File: src/rtl/upd7800_clkgen.sv
// Two-phase non-overlapping CPU clock generator for a uPD7800-style core.
// Produces CP1/CP2 levels and edge strobes from one system clock, with HOLD freeze and stretched CPU reset.
module upd7800_clkgen #(
  parameter int DIV        = 8,
  parameter int RST_CYCLES = 4
) (
  input  logic CLK,
  input  logic RESETB,
  input  logic HOLD,
  output logic CP1,
  output logic CP2,
  output logic CP1_POSEDGE,
  output logic CP1_NEGEDGE,
  output logic CP2_POSEDGE,
  output logic CP2_NEGEDGE,
  output logic CPU_RESETB,
  output logic HOLD_ACK
);

  localparam int CW = $clog2(DIV);
  localparam int RW = $clog2(RST_CYCLES + 1);

  localparam logic [CW-1:0] CNT_LAST   = CW'(DIV - 1);
  localparam logic [CW-1:0] CNT_HALF   = CW'(DIV / 2);
  localparam logic [CW-1:0] CNT_GAP1   = CW'(DIV / 2 - 1);
  localparam logic [CW-1:0] CNT_C1_END = CW'(DIV / 2 - 2);
  localparam logic [CW-1:0] CNT_C2_END = CW'(DIV - 2);
  localparam logic [RW-1:0] RCNT_MAX   = RW'(RST_CYCLES);

  logic [CW-1:0] cnt_q, cnt_d;
  logic [RW-1:0] rcnt_q, rcnt_d;
  logic          cp1_q, cp1_d;
  logic          cp2_q, cp2_d;
  logic          cp1_pos_q, cp1_pos_d;
  logic          cp1_neg_q, cp1_neg_d;
  logic          cp2_pos_q, cp2_pos_d;
  logic          cp2_neg_q, cp2_neg_d;
  logic          cpu_resetb_q, cpu_resetb_d;
  logic          hold_ack_q, hold_ack_d;
  logic          advance;

  // NOTE: every signal written here gets a value on every path, so no latches are inferred.
  always_comb begin
    // HOLD only matters at the end-of-period gap; staying there is the frozen state.
    advance = !((cnt_q == CNT_LAST) && HOLD);
    cnt_d   = cnt_q;
    if (advance) cnt_d = (cnt_q == CNT_LAST) ? '0 : cnt_q + CW'(1);

    cp1_d     = (cnt_d <= CNT_C1_END);
    cp2_d     = (cnt_d >= CNT_HALF) && (cnt_d <= CNT_C2_END);
    cp1_pos_d = advance && (cnt_d == '0);
    cp1_neg_d = advance && (cnt_d == CNT_GAP1);
    cp2_pos_d = advance && (cnt_d == CNT_HALF);
    cp2_neg_d = advance && (cnt_d == CNT_LAST);
    hold_ack_d = !advance;

    rcnt_d = rcnt_q;
    if (cp1_pos_d && (rcnt_q != RCNT_MAX)) rcnt_d = rcnt_q + RW'(1);

    // Release at the end of the period in which rcnt saturated, ahead of the next CP1 rise.
    cpu_resetb_d = cpu_resetb_q | (cp2_neg_d && (rcnt_q == RCNT_MAX));
  end

  // NOTE: sequential state uses non-blocking assignments so all registers update together.
  always_ff @(posedge CLK) begin
    if (!RESETB) begin
      cnt_q        <= CNT_LAST;
      rcnt_q       <= '0;
      cp1_q        <= 1'b0;
      cp2_q        <= 1'b0;
      cp1_pos_q    <= 1'b0;
      cp1_neg_q    <= 1'b0;
      cp2_pos_q    <= 1'b0;
      cp2_neg_q    <= 1'b0;
      cpu_resetb_q <= 1'b0;
      hold_ack_q   <= 1'b0;
    end else begin
      cnt_q        <= cnt_d;
      rcnt_q       <= rcnt_d;
      cp1_q        <= cp1_d;
      cp2_q        <= cp2_d;
      cp1_pos_q    <= cp1_pos_d;
      cp1_neg_q    <= cp1_neg_d;
      cp2_pos_q    <= cp2_pos_d;
      cp2_neg_q    <= cp2_neg_d;
      cpu_resetb_q <= cpu_resetb_d;
      hold_ack_q   <= hold_ack_d;
    end
  end

  assign CP1         = cp1_q;
  assign CP2         = cp2_q;
  assign CP1_POSEDGE = cp1_pos_q;
  assign CP1_NEGEDGE = cp1_neg_q;
  assign CP2_POSEDGE = cp2_pos_q;
  assign CP2_NEGEDGE = cp2_neg_q;
  assign CPU_RESETB  = cpu_resetb_q;
  assign HOLD_ACK    = hold_ack_q;

endmodule

File: config.mk
export PLATFORM = sky130hd
export DESIGN_NAME = upd7800_clkgen
export DESIGN_NICKNAME = d
export VERILOG_FILES = /design/src/rtl/upd7800_clkgen.sv
export SDC_FILE = /design/constraint.sdc
export NUM_CORES = 1
export LEC_CHECK = 0
export CELL_PAD_IN_SITES_DETAIL_PLACEMENT = 1
export CELL_PAD_IN_SITES_GLOBAL_PLACEMENT = 1
export CORE_MARGIN = 2
export CORE_UTILIZATION = 25
export DETAILED_ROUTE_END_ITERATION = 6
export DONT_BUFFER_PORTS = 1
export GPL_TIMING_DRIVEN = 0
export PLACE_DENSITY = 0.52
export SLEW_MARGIN = 25
export SYNTH_ARGS = -nofsm -noshare
export SYNTH_HDL_FRONTEND = slang
export SYNTH_SLANG_ARGS = --single-unit
File: constraint.sdc
create_clock -name CLK -period 2.9 [get_ports CLK]
set_input_delay 0.725 -clock CLK [delete_from_list [all_inputs] [get_ports CLK]]
set_output_delay 0.725 -clock CLK [all_outputs]
set_load 0.05 [all_outputs]
Word level (Yosys, flattened, before mapping)
Index checks and enable logic that the tools add are counted.
{"block": "word_totals", "regBits": 14, "wordCells": 34}
{"block": "classes", "n_addsub": 2, "n_lt_le_gt_ge": 3, "n_eq_ne": 6, "n_mux": 2, "n_bitwise": 1, "n_reduce_logical": 10}
{"op": "equality test 3 bit (second input constant)", "count": 4}
{"op": "logical AND 1 bit", "count": 8}
{"op": "adder 3 x 1 -> 3 bit (second input constant)", "count": 2}
{"op": "2-to-1 mux 3 bit", "count": 2}
{"op": "equality test 3 x 2 -> 1 bit (second input constant)", "count": 1}
{"op": ">= comparator 3 bit (second input constant)", "count": 1}
{"op": "less-or-equal comparator 3 x 2 -> 1 bit (second input constant)", "count": 1}
{"op": "less-or-equal comparator 3 bit (second input constant)", "count": 1}
{"op": "logical NOT 3 bit", "count": 1}
{"op": "!= test 3 bit (second input constant)", "count": 1}
{"op": "logical NOT 1 bit", "count": 1}
{"op": "bitwise OR 1 bit", "count": 1}

Depth between registers and ports, before layout
Gate-level depths: netlist of run 1.
{"block": "depth", "depth_word": 7, "depth_mapped": 6, "ltp_nobuf": 5}

Worst setup path before layout of run 1
OpenSTA, ideal clock, no wires.
{"block": "synth_timing", "path_type": "reg-to-reg", "startpoint": "reg cnt_q[0]", "endpoint": "reg rcnt_q[2]", "setup_ns": 0.116, "t_arrival_ns": 1.744, "t_required_ns": 2.784, "slack_ns": 1.040, "stages_incl_launch_ff": 7, "path_buffers": 1, "synth_period_minus_slack_ns": 1.860, "path_cell_list": "dfxtp_1 -> ha_1 -> ha_1 -> buf_6 -> or3b_4 -> a2111o_1 -> o211a_1"}
{"block": "synth_between", "elab_chain_cells": 6}
{"element": "start, declared", "line_no": "30", "rtl": "logic [CW-1:0] cnt_q, cnt_d;"}
{"element": "start signal, assigned", "line_no": "78", "rtl": "cnt_q <= cnt_d;"}
{"element": "adder 3 x 1 -> 3 bit or equality test 3 bit (tied branches)", "line_no": "47, 45"}
{"element": "2-to-1 mux 3 bit or logical AND 1 bit (tied branches)", "line_no": "47, 45"}
{"element": "2-to-1 mux 3 bit", "line_no": "47", "rtl": "if (advance) cnt_d = (cnt_q == CNT_LAST) ? '0 : cnt_q + CW'(1);"}
{"element": "logical NOT 3 bit", "line_no": "51", "rtl": "cp1_pos_d = advance && (cnt_d == '0);"}
{"element": "logical AND 1 bit *", "line_no": "51"}
{"element": "logical AND 1 bit *", "line_no": "58", "rtl": "if (cp1_pos_d && (rcnt_q != RCNT_MAX)) rcnt_d = rcnt_q + RW'(1);"}
{"element": "end signal, assigned", "line_no": "79", "rtl": "rcnt_q <= rcnt_d;"}
{"element": "end, declared", "line_no": "31", "rtl": "logic [RW-1:0] rcnt_q, rcnt_d;"}
Mark *: on every way between the ends. The rest lies on a longest branch, timed or not.
A chain may end at the register's enable or synchronous reset.

Worst setup path in the final report of run 1
{"block": "layout_timing", "startpoint": "reg cnt_q[0]", "endpoint": "reg rcnt_q[0]"}
The elaborated chain is that of the path after synthesis.

==> results.md, run 1 <==
* Final hold vios at 0
* WL/cell at 12.77 um
* Crit end category: register
* NetSw at slightly below 0.4 mW
* Final setup fails at 0
* I/O pin count at 11
* Clk root buf: clkbuf_4
* IO Port Bufs at 0
* CP top delay family: adder cells
* DP HPWL at 866.5 um
* Switching share of total power at 45.69%
* Clock buffer depth at 2
* Pleak at 0.2672 nW
* Syn_nets at between 60 and 70
* Minimum clock period at 1.980 ns
* Sequential Power Share at 45.8%
* Max Fclk at 0.5051 GHz
* Slowest CP cell: or3b_4
* Post-synthesis area per instance at between 9 and 10 sq um
* Routed Antenna Nets at 0
* Die area at 2762 sq um
* Max-slew headroom at between 60% and 70%
* DRT Wirelength at 1175 um
* Layout Skew at 0.0006690 ns
* Worst vdd ir at 378.7 uV
* First-pass GRT wire length at 2056 um
* Crit path top cell by count: ha_1
* Area after DPL at 624.3 sq um
* Clock power frac at 16.7%
* Share of cells above drive strength 1 at 12.50%
* Crit start category: register
* Die width at 52.55 um
* Initial Util at 26.64%
* RSZ-0062 raised after global routing: false
* Clock slew at reported path FFs at about 0.09 ns
* Pin count of the biggest net entering global routing at 11
* H-tree depth at 1
* CP peak stage delay at 0.40 ns
* # hold bufs at CTS at 0
* N_diodes at 0
* Seq/Total Area, Yosys at between 40% and 50%
* Area Growth Syn to Fin at 12.10%
* Die Height at 52.55 um
* PD cells at about 1300 nW/um^2
* FP Rows at 17
* Setup TNS Final at 0 ns
* Final net count at 72
* Max Slew Vio Count at 0
* TritonCTS buffer count at 3
* Worst-Skew Late Latency at 0.28 ns
* Crit path required time at 3.11 ns
* WHS at 0.4981 ns
* Distinct cells, synth at 23
* Logic gate share of total power at 37.4%
* Overall Global Routing Usage at 10.55%
* Synthesized netlist cell count at 60
* CTS sink count at 14
* Initial antenna violation count at 0
* Final Cycle Share at 68.27%
* CP Class: register to register
* Via-per-instance ratio at around 4.8
* Core area at 2212 sq um
* Initial DRC count at 1
* Total global routing overflow at 0
* Routability cong. at 0.7388
* Design Area, Final at roughly 660 sq um
* Min-delay worst type: register to register
* DRC at 0
* Vias in the first global route at between 400 and 500
* First-pass detailed-route iteration total at 2
* Crit-path max FO at 10
* Worst Max-Slew Pin Slew at 0.5127 ns
* Yosys warnings at 0
* Resized Gates After CTS at 0
* P_int at approximately 0.47 mW
* Buf/Inv on CP at 1
* Fillers at about 270
* Crit path DAT at 2.19 ns
* Max-cap violation count at 0
* CP Cell Sequence: ha_1 > ha_1 > buf_6 > or3b_4 > a221oi_2 > mux2i_1
* Synth Register Bits at 14
* CTS tree: done
* Status: finished clean
* Setup Fix Bufs, Post-CTS at 0
* Synth Cell Area at 589.3 sq um
* Vias post-DR at 439
-- flip-flops by register name (all words and copies together), names as in the netlist --
register,cells
CP2,1
cnt_q,3
HOLD_ACK,1
CP2_NEGEDGE,1
rcnt_q,3
CPU_RESETB,1
CP1_POSEDGE,1
CP1,1
CP1_NEGEDGE,1
CP2_POSEDGE,1
-- layer usage --
metal / GRT usage, % / wire length, um / vias to the layer above
met5: 0 / 0 / -
met4: 6.410 / 14 / 0
met3: 3.429 / 39 / 2
met2: 18.54 / 619 / 6
li1: - / - / 220
met1: 10.67 / 502 / 211
-- cells in the mapped netlist --
cell type / instances / area share (%)
nor3b_1: 1 / 1.3
o211a_1: 1 / 1.7
o31a_2: 1 / 1.7
nor2_1: 3 / 1.9
nand2_1: 10 / 6.4
nor3_1: 1 / 0.85
nand2b_1: 1 / 1.1
a2111o_1: 1 / 1.9
a21oi_1: 1 / 0.85
or3b_4: 1 / 1.9
clkbuf_1: 1 / 0.64
mux2i_1: 3 / 5.1
o211ai_1: 2 / 2.5
dfxtp_1: 14 / 48
inv_1: 5 / 3.2
a221oi_2: 1 / 2.5
nand4_1: 1 / 1.1
nand3_1: 3 / 2.5
a211oi_1: 2 / 2.5
and3_1: 1 / 1.1
buf_6: 1 / 1.9
o31ai_1: 1 / 1.3
ha_1: 4 / 8.5
-- path summary, 6_finish.rpt --
path	from	to	slack (ns)	depth (start not counted)
max	cnt_q[0]	rcnt_q[0]	0.92	6
min	rcnt_q[1]	rcnt_q[1]	0.50	2
max reg2reg	cnt_q[0]	rcnt_q[0]	0.92	6
min reg2reg	rcnt_q[1]	rcnt_q[1]	0.50	2
-- metrics by stage --
| stage | total power, mW | setup slack (ns) | util, % | cells |
|---|---|---|---|---|
| 3_3_place_gp | 0.7197 | 0.9695 | 28.22 | 88 |
| 4_1_cts | 0.8722 | 0.9131 | 29.86 | 92 |
| 6_report | 0.8592 | 0.9203 | 29.86 | 92 |
| 2_1_floorplan | 0.6562 | 1.040 | - | 60 |
| 5_1_grt | 0.9316 | 0.7948 | 29.86 | 92 |
| 3_5_place_dp | 0.7249 | 0.9403 | 28.22 | 88 |
-- cell type report --
class / instances / area, sq um / share of cell area (%)
Inverter: 5 / 18.77 / 2.841
Buffer: 2 / 15.01 / 2.273
Clock buffer: 4 / 36.28 / 5.492
Tap cell: 28 / 35.03 / 5.303
Multi-Input combinational cell: 39 / 275.3 / 41.67
Sequential cell: 14 / 280.3 / 42.42
-- cell usage in the layout, fill, tap and decap left out, types with 2 or more instances in the layout --
master,instances
mux2i_1,3
nand3_1,3
nand2_1,10
dfxtp_1,14
a211oi_1,2
ha_1,4
clkbuf_4,3
nor2_1,3
o211ai_1,2
inv_1,5
-- tightest hold or removal path, delay by kind of cell, from the launching register on --
kind             cells  cell delay (ns)
multiplexers         1             0.05
flip-flops           1             0.34
AND/OR/NAND/NOR      1             0.06
-- cells by family (layout without fill, tap and decap cells) --
logic type | count (synthesis) | in the layout | share of synthesized area [%]
compound gates | 10 | 10 | 15.07
simple gates | 22 | 22 | 18.05
flops | 14 | 14 | 47.56
fa+ha+maj | 4 | 4 | 8.493
mux | 3 | 3 | 5.096
buf+inv | 7 | 11 | 5.732
-- power by group through the flow --
stage,Combinational [mW],Clock (mW),Sequential [mW]
2_1_floorplan,0.266,0,0.390
3_3_place_gp,0.322,0,0.398
3_5_place_dp,0.325,0,0.400
4_1_cts,0.328,0.149,0.396
5_1_grt,0.367,0.161,0.404
6_report,0.321,0.144,0.394
Note: power is estimated with default switching activity, not from simulation.
==> run 2: changes to the inputs <==
- PLACE_DENSITY: 0.52 -> 0.54
- clock period: 2.9 -> 1.78 ns (I/O delays scaled with it)
==> run 2 against run 1 <==
Effect of this change: count of clock-buffer cells in the layout did not move; via count is 4.1% higher; critical path type unchanged; routed wire length rose by 5.2%; maximum frequency is 16% higher; register-to-register slack worse by 0.85 ns; setup slack got worse by 0.85 ns; total power increased by 80%; sequential power grew 66%; clock power rose by 62%; non-clock buffer count increased by 1; die area unchanged; critical endpoint is now rcnt_q[2]; hold slack worse by 0.19 ns; largest power group is now combinational logic.
==> results.md, run 2 (synthesis results as in run 1) <==
* Crit path top cell by count: ha_4
* Status: finished clean
* PD cells at 2190 nW/um^2
* Final setup fails at 0
* Routability cong. at 0.6621
* N_diodes at 0
* Power Total at 1.545 mW
* IO Port Bufs at 0
* CP peak stage delay at 0.42 ns
* Crit-path max FO at 4
* Die area at 2762 sq um
* Crit path required time at 1.96 ns
* Largest registers: cnt_q: 3 flops, rcnt_q: 3 flops
* Pleak at ~0.27 nW
* DRC at 0
* CTS sink count at 14
* Most common cell after layout, fill and taps aside: dfxtp_1
* Hold Crit Depth at 2
* Max Fclk at about 0.6 GHz
* Crit end category: register
* DP HPWL at 910.2 um
* Most frequent cells in the layout: dfxtp_1 (12), nand2_1 (10), inv_1 (5)
* Clk root buf: clkbuf_4
* Critical Path Source: cnt_q[1]
* Crit start category: register
* CP Class: register to register
* Final Cycle Share at 96.00%
* Vias post-DR at ~460
* Clock slew at reported path FFs at 0.10 ns
* Crit path DAT at 1.89 ns
* H-tree depth at 1
* Via-per-instance ratio at 4.914
* RR Startpoint: cnt_q[1]
* Max-cap violation count at 0
* Overall Global Routing Usage at 10.22%
* Min-delay worst type: primary input to register
* Slowest CP cell: a2111o_1
* Vias in the first global route at 420
* TritonCTS buffer count at 3
* Minimum clock period at 1.709 ns
* Max Slew Vio Count at 0
* Pin count of the biggest net entering global routing at 11
* Initial Util at between 20% and 30%
* Fillers at 268
* Critical path endpoint: rcnt_q[2]
* WHS at 0.3032 ns
* Die Height at 52.55 um
* First-pass detailed-route iteration total at 3
* First-pass GRT wire length at 2042 um
* CP Cell Sequence: ha_4 > ha_4 > or3b_4 > a2111o_1 > o211a_1
* Total global routing overflow at 0
* Initial DRC count at 2
* Die width at 52.55 um
* Core area at 2212 sq um
* Initial antenna violation count at 0
* Share of cells above drive strength 1 at 20.00%
* Worst vdd ir at 684.6 uV
* DRT Wirelength at 1236 um
* FF-to-FF End: rcnt_q[2]
* CTS tree: done
* Worst-Skew Late Latency at 0.28 ns
* FP Rows at 17
* Area Growth Syn to Fin at 19.75%
* CP top delay family: compound AO/OA/AOI/OAI gates
* Clock buffer depth at 2
* Max-slew headroom at around two thirds
* Layout Skew at 0.007608 ns
* # hold bufs at CTS at 0
* Reg2Reg Depth at 5
* RSZ-0062 raised after global routing: false
* Reg2reg setup slack at 0.07 ns
* Worst Max-Slew Pin Slew at about 0.5 ns
* Final net count at 73
* WP depth at 5
* WL/cell at around 13 um
* Buf/Inv on CP at 0
* Routed Antenna Nets at 0
* Final hold vios at 0
* I/O pin count at 11
-- run 2: cell count changes in the layout (fill, tap and decap cells not counted), sizes merged --
cell  before  now
buf        1    2
-- run 2: worst min path at each step --
stage                    from         to
detailed placement  rcnt_q[1]  rcnt_q[1]
global route           RESETB  rcnt_q[0]
global placement    rcnt_q[1]  rcnt_q[1]
finish                 RESETB  rcnt_q[0]
floorplan           rcnt_q[1]  rcnt_q[1]
CTS                    RESETB  rcnt_q[0]
-- run 2: final cells by class --
type	count	area, sq um	share of cell area [%]
Tap cell	28	35.03	4.965
Sequential cell	14	285.3	40.43
Timing Repair Buffer	2	15.01	2.128
Multi-Input combinational cell	39	311.5	44.15
Buffer	1	3.754	0.5319
Inverter	5	18.77	2.660
Clock buffer	4	36.28	5.142
-- run 2: power by group --
part | switching (mW) | internal, mW
Clock | 0.109 | 0.124
Combinational | 0.352 | 0.306
Sequential | 0.234 | 0.419
Total | 0.696 | 0.849
-- run 2: timing repair --
action / CTS / global route
pin swaps: 3 / 0
buffers inserted: 2 / 0
gates resized for setup: 4 / 1
cloned: 0 / 0
setup endpoints to repair: 3 / 1
-- run 2: metrics by stage --
step	instances	worst slack, ns	area [sq um]	setup TNS (ns)	util (%)
final	93	0.07124	705.7	0	31.90
after CTS	93	0.03557	695.7	0	31.45
after global placement	88	-0.09234	630.6	-0.2216	28.51
after global routing	93	0.01456	705.7	0	31.90
after detailed placement	88	-0.1032	630.6	-0.2586	28.51
after floorplan	60	0.01113	595.6	0	-
-- run 2: layer usage --
layer  GRT usage (%)  vias up  wire length [um]
met5               0        -                 0
met4           2.564        0                 0
met3           4.286        0                45
met2           16.46       10               613
met1           12.48      226               577
li1                -      221                 -
